## src/rtl/arbitro_rr_if.sv

```systemverilog
`default_nettype none
// ============================================================================
// Module      : arbitro_rr_if
// Description : Request/grant bundle between requesters and the round-robin
//               arbiter. The arbiter takes the slave view; the requester
//               side (or a bench) takes the master view.
// Revision    : 1.0 - initial release
// ============================================================================
interface arbitro_rr_if;
  logic [7:0] req;        // requester i drives bit (7-i)
  logic       liberar;    // release strobe from the current grantee
  logic [7:0] gnt;        // one-hot grant, index i on bit (7-i)
  logic [2:0] gnt_idx;    // binary grantee index
  logic       gnt_valid;  // a grant is active
  logic       timeout;    // tenure ended by the hold limit

  modport master (
    output req,
    output liberar,
    input  gnt,
    input  gnt_idx,
    input  gnt_valid,
    input  timeout
  );

  modport slave (
    input  req,
    input  liberar,
    output gnt,
    output gnt_idx,
    output gnt_valid,
    output timeout
  );
endinterface
`default_nettype wire

```

## src/rtl/arbitro_rr.sv

```systemverilog
`default_nettype none
// ============================================================================
// Module      : arbitro_rr
// Description : 8-way round-robin arbiter with bounded tenure. A grant lasts
//               until release, request drop or MAX_HOLD cycles, followed by
//               one GAP cycle and one IDLE cycle before the next grant.
// Revision    : 1.0 - initial release
// ============================================================================
module arbitro_rr #(
  parameter int MAX_HOLD = 16   // 1..255 consecutive grant cycles
) (
  input  logic         clk,
  input  logic         rst_n,
  arbitro_rr_if.slave  bus
);

  typedef enum logic [1:0] {
    ST_IDLE  = 2'd0,
    ST_GRANT = 2'd1,
    ST_GAP   = 2'd2
  } state_t;

  localparam logic [7:0] c_max_hold = 8'(MAX_HOLD);

  state_t     r_state, w_state_nxt;
  logic [2:0] r_ptr,   w_ptr_nxt;
  logic [7:0] r_cnt,   w_cnt_nxt;
  logic [2:0] r_idx,   w_idx_nxt;
  logic       r_valid, w_valid_nxt;
  logic       r_to,    w_to_nxt;
  logic [7:0] r_gnt,   w_gnt_nxt;

  logic       w_found;
  logic [2:0] w_sel;
  logic [2:0] w_cand;
  logic       w_own_req;
  logic       w_hold_end;

  // Rotating search: first asserted request starting just after the last grantee
  always_comb begin
    w_found = 1'b0;
    w_sel   = 3'd0;
    w_cand  = 3'd0;
    for (int k = 1; k <= 8; k++) begin
      w_cand = r_ptr + 3'(k);
      if (!w_found && bus.req[3'd7 - w_cand]) begin
        w_found = 1'b1;
        w_sel   = w_cand;
      end
    end
  end

  assign w_own_req  = bus.req[3'd7 - r_idx];
  assign w_hold_end = (r_cnt == c_max_hold);

  // Next-state and next-output logic; outputs are all taken from flops
  always_comb begin
    w_state_nxt = r_state;
    w_ptr_nxt   = r_ptr;
    w_cnt_nxt   = r_cnt;
    w_idx_nxt   = r_idx;
    w_valid_nxt = r_valid;
    w_gnt_nxt   = r_gnt;
    w_to_nxt    = 1'b0;
    case (r_state)
      ST_IDLE: begin
        if (w_found) begin
          w_state_nxt = ST_GRANT;
          w_ptr_nxt   = w_sel;
          w_cnt_nxt   = 8'd1;
          w_idx_nxt   = w_sel;
          w_valid_nxt = 1'b1;
          w_gnt_nxt   = 8'h80 >> w_sel;
        end
      end
      ST_GRANT: begin
        if (bus.liberar || !w_own_req || w_hold_end) begin
          w_state_nxt = ST_GAP;
          w_idx_nxt   = 3'd0;
          w_valid_nxt = 1'b0;
          w_gnt_nxt   = 8'h00;
          // Only a pure hold-limit expiry counts as a timeout
          w_to_nxt    = w_hold_end && !bus.liberar && w_own_req;
        end else begin
          w_cnt_nxt = r_cnt + 8'd1;
        end
      end
      ST_GAP: begin
        w_state_nxt = ST_IDLE;
      end
      default: begin
        w_state_nxt = ST_IDLE;
        w_idx_nxt   = 3'd0;
        w_valid_nxt = 1'b0;
        w_gnt_nxt   = 8'h00;
      end
    endcase
  end

  // State and output registers; ptr=7 at reset gives requester 0 first turn
  always_ff @(posedge clk or negedge rst_n) begin
    if (!rst_n) begin
      r_state <= ST_IDLE;
      r_ptr   <= 3'd7;
      r_cnt   <= 8'd0;
      r_idx   <= 3'd0;
      r_valid <= 1'b0;
      r_to    <= 1'b0;
      r_gnt   <= 8'h00;
    end else begin
      r_state <= w_state_nxt;
      r_ptr   <= w_ptr_nxt;
      r_cnt   <= w_cnt_nxt;
      r_idx   <= w_idx_nxt;
      r_valid <= w_valid_nxt;
      r_to    <= w_to_nxt;
      r_gnt   <= w_gnt_nxt;
    end
  end

  assign bus.gnt       = r_gnt;
  assign bus.gnt_idx   = r_idx;
  assign bus.gnt_valid = r_valid;
  assign bus.timeout   = r_to;

endmodule
`default_nettype wire

```

## src/flat_wrapper.sv

```systemverilog
// flat-port wrapper written by rule: the top's interface ports become plain ports
module arbitro_rr_flat 
#(
  parameter int MAX_HOLD = 16                                     
)
  (clk, rst_n, bus_req, bus_liberar, bus_gnt, bus_gnt_idx, bus_gnt_valid, bus_timeout);
  arbitro_rr_if bus_i ();
  input  logic clk;
  input  logic rst_n;
  input wire logic [$bits(bus_i.req)-1:0] bus_req;
  input wire logic [$bits(bus_i.liberar)-1:0] bus_liberar;
  output wire logic [$bits(bus_i.gnt)-1:0] bus_gnt;
  output wire logic [$bits(bus_i.gnt_idx)-1:0] bus_gnt_idx;
  output wire logic [$bits(bus_i.gnt_valid)-1:0] bus_gnt_valid;
  output wire logic [$bits(bus_i.timeout)-1:0] bus_timeout;
  assign bus_i.req = bus_req;
  assign bus_i.liberar = bus_liberar;
  assign bus_gnt = bus_i.gnt;
  assign bus_gnt_idx = bus_i.gnt_idx;
  assign bus_gnt_valid = bus_i.gnt_valid;
  assign bus_timeout = bus_i.timeout;
  arbitro_rr #(.MAX_HOLD(MAX_HOLD)) u_core (.clk(clk), .rst_n(rst_n), .bus(bus_i));
endmodule
```

## config.mk

```make
export PLATFORM = sky130hd
export DESIGN_NAME = arbitro_rr_flat
export DESIGN_NICKNAME = d
export VERILOG_FILES = /design/src/rtl/arbitro_rr_if.sv /design/src/rtl/arbitro_rr.sv /design/src/flat_wrapper.sv
export SDC_FILE = /design/constraint.sdc
export NUM_CORES = 1
export LEC_CHECK = 0
export BUFFER_PORTS_ARGS = -buffer_cell sky130_fd_sc_hd__buf_4
export CAP_MARGIN = 40
export CELL_PAD_IN_SITES_DETAIL_PLACEMENT = 1
export CELL_PAD_IN_SITES_GLOBAL_PLACEMENT = 1
export CORE_MARGIN = 4
export CORE_UTILIZATION = 42
export DETAILED_ROUTE_END_ITERATION = 10
export PLACE_DENSITY = 0.86
export SETUP_SLACK_MARGIN = 0.3
export SYNTH_ARGS = -nofsm -noshare
export SYNTH_HDL_FRONTEND = slang
export SYNTH_SLANG_ARGS = --single-unit
```

## constraint.sdc

```tcl
create_clock -name clk -period 3.84 [get_ports clk]
set_clock_uncertainty 0.2 [all_clocks]
set_input_delay 0 -clock clk [delete_from_list [all_inputs] [get_ports clk]]
set_output_delay 0 -clock clk [all_outputs]
set_load 0.01 [all_outputs]
```

==> results.py, run 1 <==
metrics = {
    "sta": {
        "tns_ps": 0,
        "setup_slack_ps": 270,
        "maxSlewViolCount": 0,
        "worst_slew_pin_slew_ps": 567,
        "rsz0062_at_grt": "true",
        "fin_crit_ps": 3570,
        "fmax_mhz": 280,
        "setup_viol": 0,
        "hold-worst-slack_ps": 27.7,
        "final.period_utilization_pct": 93.0,
        "hold_viol": 0,
        "slew_headroom_pct": 62.1,
    },
    "synthesis": {
        "synth_ff_type": "dfrtp_1",
        "synthAdderAreaFrac_pct": 2.20,
        "syn_nets": 244,
        "synth_area_leader_cell": "dfrtp_1",
        "synth_top_area_share_pct": 25.3,
        "synth_seq_area_share_pct": 28.8,
        "synth-compound-area-share_pct": 20.7,
        "synth.area.top_cells": "dfrtp_1, mux4_2, mux2i_1, nand2_1, dfstp_2",
        "synth-xor-area-share_pct": 3.42,
        "synth_edf_count": 0,
        "synthArstFlopShare_pct": 100,
        "synthCells": 229,
        "ys_ff_latch": 26,
        "yosysWarnings": 0,
        "yosysUniqueCellTypes": 56,
        "synthMuxAreaShare_pct": 23.4,
        "netlist_area_um2": 2270,
        "synth_top_family_by_area": "multiplexers",
        "syn_avg_cell_area_um2": 9.92,
        "synth_simple_gate_area_share_pct": 16.4,
    },
    "global_route": {
        "grt_overflow": 0,
        "grt_pass1_wl_mm": 11.5,
        "antenna_found_initial": 0,
        "grtUsageTotal_pct": 22.7,
        "grt_max_degree": 24,
        "grt_pass1_vias": 2229,
    },
    "clock_tree": {
        "cts_tree": "built",
        "clock_latency_ps": 270,
        "numCtsBuffers": 3,
        "cts.clk_slew.worst_paths_ps": 90,
        "cts_max_level": 1,
        "root_buffer": "clkbuf_8",
        "clk_path_buf_depth": 2,
        "clock_sinks": 26,
    },
    "floorplanning": {
        "num_io_pins": 24,
        "rows": 26,
        "core_um2": 5170,
        "initial_core_util_pct": 43.9,
        "die_width_um": 81.5,
        "die_area_um2": 6650,
        "die_h_um": 81.5,
    },
    "pwr": {
        "peakVddDrop_uv": 336,
        "p_leak_nw": 1.29,
        "power_w": 0.00336,
        "p_per_area_nw_per_um2": 1120,
    },
    "final_layout": {
        "multiInputGateArea_um2": 1590,
        "register_area_um2": 654,
        "drive_above_1_share_pct": 39.3,
        "final_cell_mix": "buf_4, nand2_1, dfrtp_1",
        "area_growth_pct": 32.6,
        "antennaDiodeCount": 0,
        "nets": 306,
        "nFillCells": 576,
        "final_common_cell": "buf_4",
    },
    "critical_path": {
        "slowest_stage": "dfstp_2",
        "cp_cell_sequence": "clkinv_4 -> ha_4 -> buf_6 -> mux2i_1 -> mux2_4 -> a211oi_4 -> nor3b_4 -> buf_6 -> a311o_4 -> buf_6 -> a2111oi_4 -> xnor2_1 -> nor2_1",
        "rr_worst_depth": 13,
        "setup.worst_path.class": "flip-flop to flip-flop",
        "max_stage_delay_ps": 600,
        "reg2reg_from": "u_core.r_ptr[0]",
        "regToRegEndpoint": "u_core.r_cnt[6]",
        "crit_fanout": 8,
        "critPathArrivalTime_ps": 3540,
        "cp-start-kind": "flip-flop",
        "worst_ep_required_time_ps": 3810,
        "crit_top_cell": "buf_6",
        "regToRegSetupSlack_ps": 270,
        "critPathCaptureType": "flip-flop",
        "crit_start": "u_core.r_ptr[0]",
    },
    "detailed_routing": {
        "dr.first_iter.drc_count": 176,
        "drc": 0,
        "wl_per_cell_um": 24.5,
        "antenna_left": 0,
        "avgViaCountPerCell": 6.47,
        "vias": 2328,
        "drt_pass1_iterations": 4,
        "drt_wl_total_mm": 8.80,
    },
    "place": {
        "portBuffers": 23,
        "hpwlAfterDp_mm": 4.99,
        "post-place-ws_ps": 31.1,
        "place.gp.congestion": 0.823,
    },
    "run_status": {
        "status": "finished, final reports clean",
    },
    "min_path": {
        "hold_class": "primary input to async pin",
    },
    "flow_run": {
        "drv_cap": 0,
    },
}
-- per-stage QoR --
stage          util (%)  area, um^2  cells
2_1_floorplan         -        2280    229
3_3_place_gp       48.5        2510    319
3_5_place_dp       48.5        2510    319
4_1_cts            51.7        2670    332
5_1_grt            58.2        3010    360
6_report           58.2        3010    360
-- layer usage --
metal  global-route usage, %  wire (um)  vias up
met3                    1.64        469       38
met5                       0          0        -
met1                    27.5       3210     1181
li1                        -          -      993
met2                    41.5       4640      116
met4                    8.78        486        0
-- power by group --
group          total, W  switching, W  internal [W]  leakage (nW)
logic           0.00268       0.00149       0.00120         0.918
clock network  0.000228     0.0000882      0.000139        0.0357
registers      0.000454     0.0000930      0.000361         0.338
-- flip-flops by register name, summed over array words and instances, names as in the netlist --
signal,flops
u_core.r_state,2
u_core.bus.gnt,8
u_core.r_cnt,8
u_core.bus.gnt_idx,3
u_core.bus.timeout,1
u_core.r_ptr,3
u_core.bus.gnt_valid,1
-- kinds of logic after synthesis --
logic type	count (synthesis)
and+or+nand+nor	76
muxes	34
adders and majority gates	4
xor gates and xnor gates	8
DFF	26
AOI/OAI and AO/OA	62
buffers and inverters	19
-- worst max-delay path: cells and delay by family, from the launching register on --
kind,cells,cell delay (ps)
AO/OA/AOI/OAI,3,1120
XOR/XNOR,1,150
adder cells (fa/ha/maj),1,320
buffers and inverters,4,490
flip-flops,1,600
multiplexers,2,430
AND/OR/NAND/NOR,2,130
-- area by class of cell --
cell class / instances / area share (%)
clock buffer: 3 / 1.37
clock inverter: 1 / 0.997
inverter: 7 / 1.12
multi-input combinational: 184 / 52.8
sequential: 26 / 21.7
tap: 70 / 2.91
timing repair buffer: 69 / 19.0
-- timing repair --
action	CTS	global route
pin swaps	4	10
setup buffers	6	27
endpoints found under the setup margin	20	19
hold endpoints to repair	28	0
resized for setup	3	30
hold buffers	3	0
gates cloned	0	0
-- cells in the mapped netlist, types with 4 or more instances --
master and number:
nand2_1 27, dfrtp_1 23, nor2_1 15, mux4_2 14
mux2i_1 13, nand3_1 12, o21ai_0 9, a21oi_1 8
o21ai_1 8, xnor2_1 7, inv_1 6, buf_2 5
buf_6 5, o211ai_1 5, a22o_1 4, a31oi_1 4
ha_1 4
-- worst max path at each step --
stage / to / slack (ps) / cells past startpoint
floorplan: u_core.bus.gnt[5] / 310 / 14
global placement: u_core.bus.gnt[7] / 220 / 10
detailed placement: u_core.bus.gnt[5] / 30 / 10
CTS: u_core.bus.gnt[5] / 310 / 10
global route: u_core.bus.gnt[4] / 140 / 13
finish: u_core.r_cnt[6] / 270 / 13
Power figures use the tool's default switching activity.
==> inputs of run 2 (changes only) <==
--- a/config.mk
+++ b/config.mk
@@ -5,14 +5,15 @@
 export SDC_FILE = /design/constraint.sdc
 export NUM_CORES = 1
 export LEC_CHECK = 0
+export ABC_AREA = 1
 export BUFFER_PORTS_ARGS = -buffer_cell sky130_fd_sc_hd__buf_4
 export CAP_MARGIN = 40
 export CELL_PAD_IN_SITES_DETAIL_PLACEMENT = 1
 export CELL_PAD_IN_SITES_GLOBAL_PLACEMENT = 1
 export CORE_MARGIN = 4
-export CORE_UTILIZATION = 42
+export CORE_UTILIZATION = 38
 export DETAILED_ROUTE_END_ITERATION = 10
-export PLACE_DENSITY = 0.86
+export PLACE_DENSITY = 0.85
 export SETUP_SLACK_MARGIN = 0.3
 export SYNTH_ARGS = -nofsm -noshare
 export SYNTH_HDL_FRONTEND = slang
==> run 2 against run 1 <==
Final area decreased by 22%. Die area decreased by 0.44%. Final cell count increased by 5.3%. Area after synthesis decreased by 10%. Via count decreased by 16%. Largest cell class unchanged. Worst hold slack improved by 1.7 ps.
==> results.py, run 2 <==
metrics = {
    "critical_path": {
        "cp-start-kind": "flip-flop",
        "worst_ep_required_time_ps": 3850,
        "regToRegEndpoint": "u_core.bus.gnt_idx[2]",
        "critPathArrivalTime_ps": 3110,
        "slowest_stage": "dfstp_2",
        "rr_worst_depth": 13,
        "regToRegSetupSlack_ps": 740,
        "reg2reg_from": "u_core.r_ptr[0]",
        "critPathCaptureType": "flip-flop",
        "max_stage_delay_ps": 710,
        "cp_cell_sequence": "inv_2 -> ha_1 -> inv_2 -> nand3_1 -> nand3_1 -> nand2_1 -> inv_2 -> nand4_4 -> nor2_8 -> nand4_1 -> nand3_1 -> nand2_1 -> nand2_1",
        "setup.worst_path.class": "flip-flop to flip-flop",
        "crit_fanout": 13,
    },
    "detailed_routing": {
        "antenna_left": 0,
        "vias": 1961,
        "drt_wl_total_mm": 5.46,
        "wl_per_cell_um": 14.4,
        "dr.first_iter.drc_count": 52,
        "drc": 0,
        "avgViaCountPerCell": 5.17,
        "drt_pass1_iterations": 4,
    },
    "synthesis": {
        "synthArstFlopShare_pct": 100,
        "syn_avg_cell_area_um2": 7.20,
        "synth_area_leader_cell": "dfrtp_1",
        "synth_seq_area_share_pct": 32.0,
        "netlist_area_um2": 2040,
        "syn_nets": 299,
        "synth_top_area_share_pct": 28.2,
        "synthMuxAreaShare_pct": 0.979,
        "ys_top_cells_by_count": "nand2_1, nand3_1, dfrtp_1",
        "synth_edf_count": 0,
        "synth_most_common_cell": "nand2_1",
        "synth-compound-area-share_pct": 7.96,
        "yosysWarnings": 0,
        "synth_top_family_by_area": "simple AND/OR/NAND/NOR gates",
        "synth_ff_type": "dfrtp_1",
        "synthAdderAreaFrac_pct": 2.45,
        "synth.area.top_cells": "dfrtp_1, nand2_1, nand3_1, nor2_1, nand3_2",
        "yosysUniqueCellTypes": 32,
        "synth_simple_gate_area_share_pct": 44.9,
        "ys_ff_latch": 26,
        "synthCells": 284,
        "synth-xor-area-share_pct": 4.16,
    },
    "clock_tree": {
        "root_buffer": "clkbuf_8",
        "clk_path_buf_depth": 2,
        "cts_max_level": 1,
        "clock_latency_ps": 270,
        "clock_sinks": 26,
        "numCtsBuffers": 3,
        "cts_tree": "built",
        "cts.clk_slew.worst_paths_ps": 90,
    },
    "global_route": {
        "grt_max_degree": 24,
        "grt_pass1_wl_mm": 9.52,
        "grt_overflow": 0,
        "grtUsageTotal_pct": 18.4,
        "grt_pass1_vias": 2030,
        "antenna_found_initial": 0,
    },
    "final_layout": {
        "final_common_cell": "nand2_1",
        "drive_above_1_share_pct": 23.9,
        "area_growth_pct": 15.4,
        "antennaDiodeCount": 0,
        "final_cell_mix": "nand2_1, nand3_1, buf_4, dfrtp_1, nor2_1",
        "nets": 325,
    },
    "floorplanning": {
        "num_io_pins": 24,
        "die_area_um2": 6620,
        "die_width_um": 81.4,
        "die_h_um": 81.4,
        "rows": 26,
        "initial_core_util_pct": 39.5,
        "core_um2": 5170,
    },
    "sta": {
        "tns_ps": 0,
        "worst_slew_pin_slew_ps": 443,
        "hold_viol": 0,
        "rsz0062_at_grt": "false",
        "setup_viol": 0,
        "fin_crit_ps": 3100,
        "slew_headroom_pct": 70.4,
        "fmax_mhz": 322,
        "final.period_utilization_pct": 80.8,
        "maxSlewViolCount": 0,
    },
    "run_status": {
        "status": "finished, final reports clean",
    },
    "place": {
        "place.gp.congestion": 0.914,
        "hpwlAfterDp_mm": 4.38,
        "portBuffers": 23,
    },
    "flow_run": {
        "drv_cap": 0,
    },
    "min_path": {
        "hold_class": "primary input to async pin",
    },
}
-- run 2: cell count changes in the layout (fill, tap and decap cells not counted), moves of 7 or more --
cell     change
nor2_1       +9
nand2_1     +59
buf_4       -36
inv_1       +14
xnor2_1      -7
nand3_2      +8
nand4_1      +9
nand3_1     +24
mux4_2      -14
mux2i_1     -10
inv_2       +10
-- run 2: metrics by stage --
| stage | hold WS, ps | std cells | setup WS, ps | utilization (%) | cell area [um^2] |
|---|---|---|---|---|---|
| 3_5_place_dp | -273 | 371 | 730 | 43.7 | 2260 |
| 6_report | 29.4 | 379 | 738 | 45.6 | 2360 |
| 2_1_floorplan | -496 | 284 | 1160 | - | 2040 |
| 5_1_grt | 36.9 | 379 | 495 | 45.6 | 2360 |
| 4_1_cts | 25.4 | 378 | 693 | 45.3 | 2340 |
| 3_3_place_gp | -275 | 371 | 793 | 43.7 | 2260 |
-- run 2: area by class of cell --
cell class	instances	area (um^2)
Clock buffer	4	55.1
Fill cell	675	2810
Inverter	29	109
Multi-Input combinational cell	223	1230
Sequential cell	26	654
Tap cell	70	87.6
Timing Repair Buffer	27	218
-- run 2: cells by family after synthesis --
logic type	Yosys count
XOR/XNOR	8
flip-flops	26
AND/OR/NAND/NOR	183
buffers and inverters	35
multiplexers	2
adder cells (fa/ha/maj)	4
AO/OA/AOI/OAI	26
-- run 2: how the worst max path moves through the flow --
stage | from | end | slack, ps
final | u_core.r_ptr[0] | u_core.bus.gnt_idx[2] | 740
after global routing | u_core.r_ptr[0] | u_core.bus.gnt_idx[2] | 500
after CTS | u_core.r_ptr[0] | u_core.bus.gnt_idx[2] | 690
after detailed placement | u_core.r_ptr[0] | u_core.bus.gnt_idx[2] | 730
after global placement | u_core.r_ptr[0] | u_core.bus.gnt[1] | 790
after floorplan | u_core.r_ptr[1] | u_core.r_cnt[5] | 1160
-- run 2: metal layers --
metal  up-vias  track usage (%)  share of wire (%)
li1        984                -                  -
met4         0             5.07                1.1
met3         8             2.77                3.3
met2        33             31.3                 49
met1       936             24.3                 47
met5         -                0                  0
-- run 2: timing repair --
| action | 4_1_cts | 5_1_grt |
|---|---|---|
| hold endpoints to repair | 28 | 0 |
| hold buffers | 3 | 0 |
| buffers inserted | 0 | 0 |
| gates resized for setup | 0 | 0 |
-- run 2: critical path: cells and delay by family (launching register included) --
kind          cells  cell delay (ps)
fa+ha+maj         1              440
simple gates      9             1290
buf+inv           3              410
flops             1              710
Power of run 2 is not shown: default switching activity piles up to over one toggle a cycle in this logic, so the estimate is an artifact.
==> inputs of run 3 (changes only) <==
==> constraint.sdc (replaced) <==
create_clock -name clk -period 2.55 [get_ports clk]
set_clock_uncertainty 0.2 [all_clocks]
set_input_delay 0 -clock clk [delete_from_list [all_inputs] [get_ports clk]]
set_output_delay 0 -clock clk [all_outputs]
set_load 0.01 [all_outputs]
==> run 3 against run 2 <==
The flow now finishes with violations (setup timing). Via count is 7.1% higher. Routed wire length rose by 23%. Fmax up 17%. Final area grew 20%. Worst setup slack lost 840 ps. Sequential cell count unchanged. Core utilization grew 9.1 points. First-iteration DRC count is 13% higher. Worst hold slack better by 23 ps. Non-clock buffer count grew 21. Global-route usage is 2.1 points higher. Critical path type unchanged. Register-to-register slack lost 840 ps.
==> results.py, run 3 (synthesis results as in run 2) <==
metrics = {
    "critical_path": {
        "cp-start-kind": "flip-flop",
        "rr_worst_depth": 14,
        "critPathArrivalTime_ps": 2610,
        "critPathCaptureType": "flip-flop",
        "reg2reg_from": "u_core.r_ptr[1]",
        "crit_fanout": 15,
        "worst_ep_required_time_ps": 2510,
        "regToRegEndpoint": "u_core.r_cnt[2]",
        "regToRegSetupSlack_ps": -100,
        "setup.worst_path.class": "flip-flop to flip-flop",
    },
    "place": {
        "place.gp.congestion": 0.934,
        "hpwlAfterDp_mm": 4.61,
        "portBuffers": 23,
    },
    "sta": {
        "tns_ps": -1340,
        "setup_viol": 22,
        "slew_headroom_pct": 55.8,
        "fmax_mhz": 377,
        "final.period_utilization_pct": 104,
        "hold_viol": 0,
        "fin_crit_ps": 2650,
        "maxSlewViolCount": 0,
        "rsz0062_at_grt": "true",
        "worst_slew_pin_slew_ps": 661,
        "setup_slack_ps": -103,
    },
    "floorplanning": {
        "initial_core_util_pct": 39.5,
        "die_h_um": 81.4,
        "rows": 26,
        "core_um2": 5170,
        "num_io_pins": 24,
        "die_width_um": 81.4,
        "die_area_um2": 6620,
    },
    "clock_tree": {
        "cts_max_level": 1,
        "root_buffer": "clkbuf_8",
        "cts.clk_slew.worst_paths_ps": 80,
        "clock_latency_ps": 260,
        "clk_path_buf_depth": 2,
        "clock_sinks": 26,
        "cts_tree": "built",
        "numCtsBuffers": 3,
    },
    "final_layout": {
        "drive_above_1_share_pct": 42.1,
        "final_common_cell": "nand2_1",
        "nets": 346,
        "final_cell_mix": "nand2_1, buf_4, nand3_1, dfrtp_1",
        "antennaDiodeCount": 0,
        "area_growth_pct": 38.3,
    },
    "detailed_routing": {
        "drt_wl_total_mm": 6.72,
        "dr.first_iter.drc_count": 59,
        "antenna_left": 0,
        "drt_pass1_iterations": 4,
        "vias": 2101,
        "wl_per_cell_um": 16.8,
        "drc": 0,
        "avgViaCountPerCell": 5.25,
    },
    "global_route": {
        "grt_pass1_wl_mm": 10.6,
        "grt_max_degree": 24,
        "grt_overflow": 0,
        "grt_pass1_vias": 2256,
        "grtUsageTotal_pct": 20.5,
        "antenna_found_initial": 0,
    },
    "run_status": {
        "status": "finished with violations",
        "failed_checks": "setup timing",
    },
    "min_path": {
        "hold_class": "primary input to async pin",
    },
    "flow_run": {
        "drv_cap": 0,
    },
}
[run 3: cell count changes in the layout (fill, tap and decap cells not counted), moves of 3 or more]
| cell | before | now |
|---|---|---|
| nand3_1 | 36 | 23 |
| o21ai_2 | 7 | 12 |
| inv_6 | 0 | 3 |
| nand2_4 | 3 | 6 |
| nand3_4 | 0 | 9 |
| nand2_2 | 7 | 20 |
| buf_4 | 23 | 42 |
| nand3_2 | 8 | 12 |
| nor2_4 | 0 | 3 |
| nand2_1 | 86 | 69 |
| o21ai_0 | 10 | 4 |
[run 3: what timing repair did]
action	CTS	global route
setup buffers	10	2
endpoints found under the setup margin	24	24
pin swaps	18	21
gates cloned	0	0
endpoints found under the hold margin	28	0
hold buffers	3	0
resized for setup	29	40
[run 3: worst max path at each step]
stage	startpoint	end	slack (ps)	cells after the start
floorplan	u_core.r_ptr[1]	u_core.r_cnt[5]	-10	17
global placement	u_core.r_ptr[1]	u_core.bus.gnt_idx[2]	-3	12
detailed placement	u_core.r_ptr[1]	u_core.bus.gnt_idx[2]	-50	12
CTS	u_core.r_ptr[1]	u_core.bus.gnt[7]	2	16
global route	u_core.r_ptr[1]	u_core.r_cnt[2]	-260	14
finish	u_core.r_ptr[1]	u_core.r_cnt[2]	-100	14
[run 3: final cells by class]
type,instances,area [um^2]
Timing Repair Buffer,48,392
Inverter,29,126
Fill cell,628,2340
Clock buffer,4,45.0
Multi-Input combinational cell,223,1520
Tap cell,70,87.6
Sequential cell,26,658
[run 3: stage by stage]
stage	cell area (um^2)	worst slack (ps)	instances	utilization [%]	hold WS [ps]
global placement	2380	-3.45	380	46.0	-276
detailed placement	2380	-48.1	380	46.0	-274
finish	2830	-103	400	54.7	52.5
floorplan	2100	-10.4	284	-	-496
CTS	2640	2.32	397	51.1	36.8
global route	2830	-256	400	54.7	47.7
[run 3: worst max-delay path, cell delays in order (launching register included)]
cell	delay [ps]
dfstp_2	610
ha_2	230
inv_1	60
nand2_1	50
nand2_1	150
nand3_4	150
nand2_4	90
nor2_8	120
nand4_4	120
nor2_8	190
nand3_2	110
nand2_4	140
nand2_8	120
nand4_1	130
o21ai_2	60
[run 3: layer usage]
layer	vias up	track usage, %	share of wire, %
li1	1028	-	-
met3	8	0.998	1.5
met2	29	39.1	57
met4	0	6.25	1.5
met1	1036	24.4	40
met5	-	0	0
Power of run 3 is left out for the same reason.
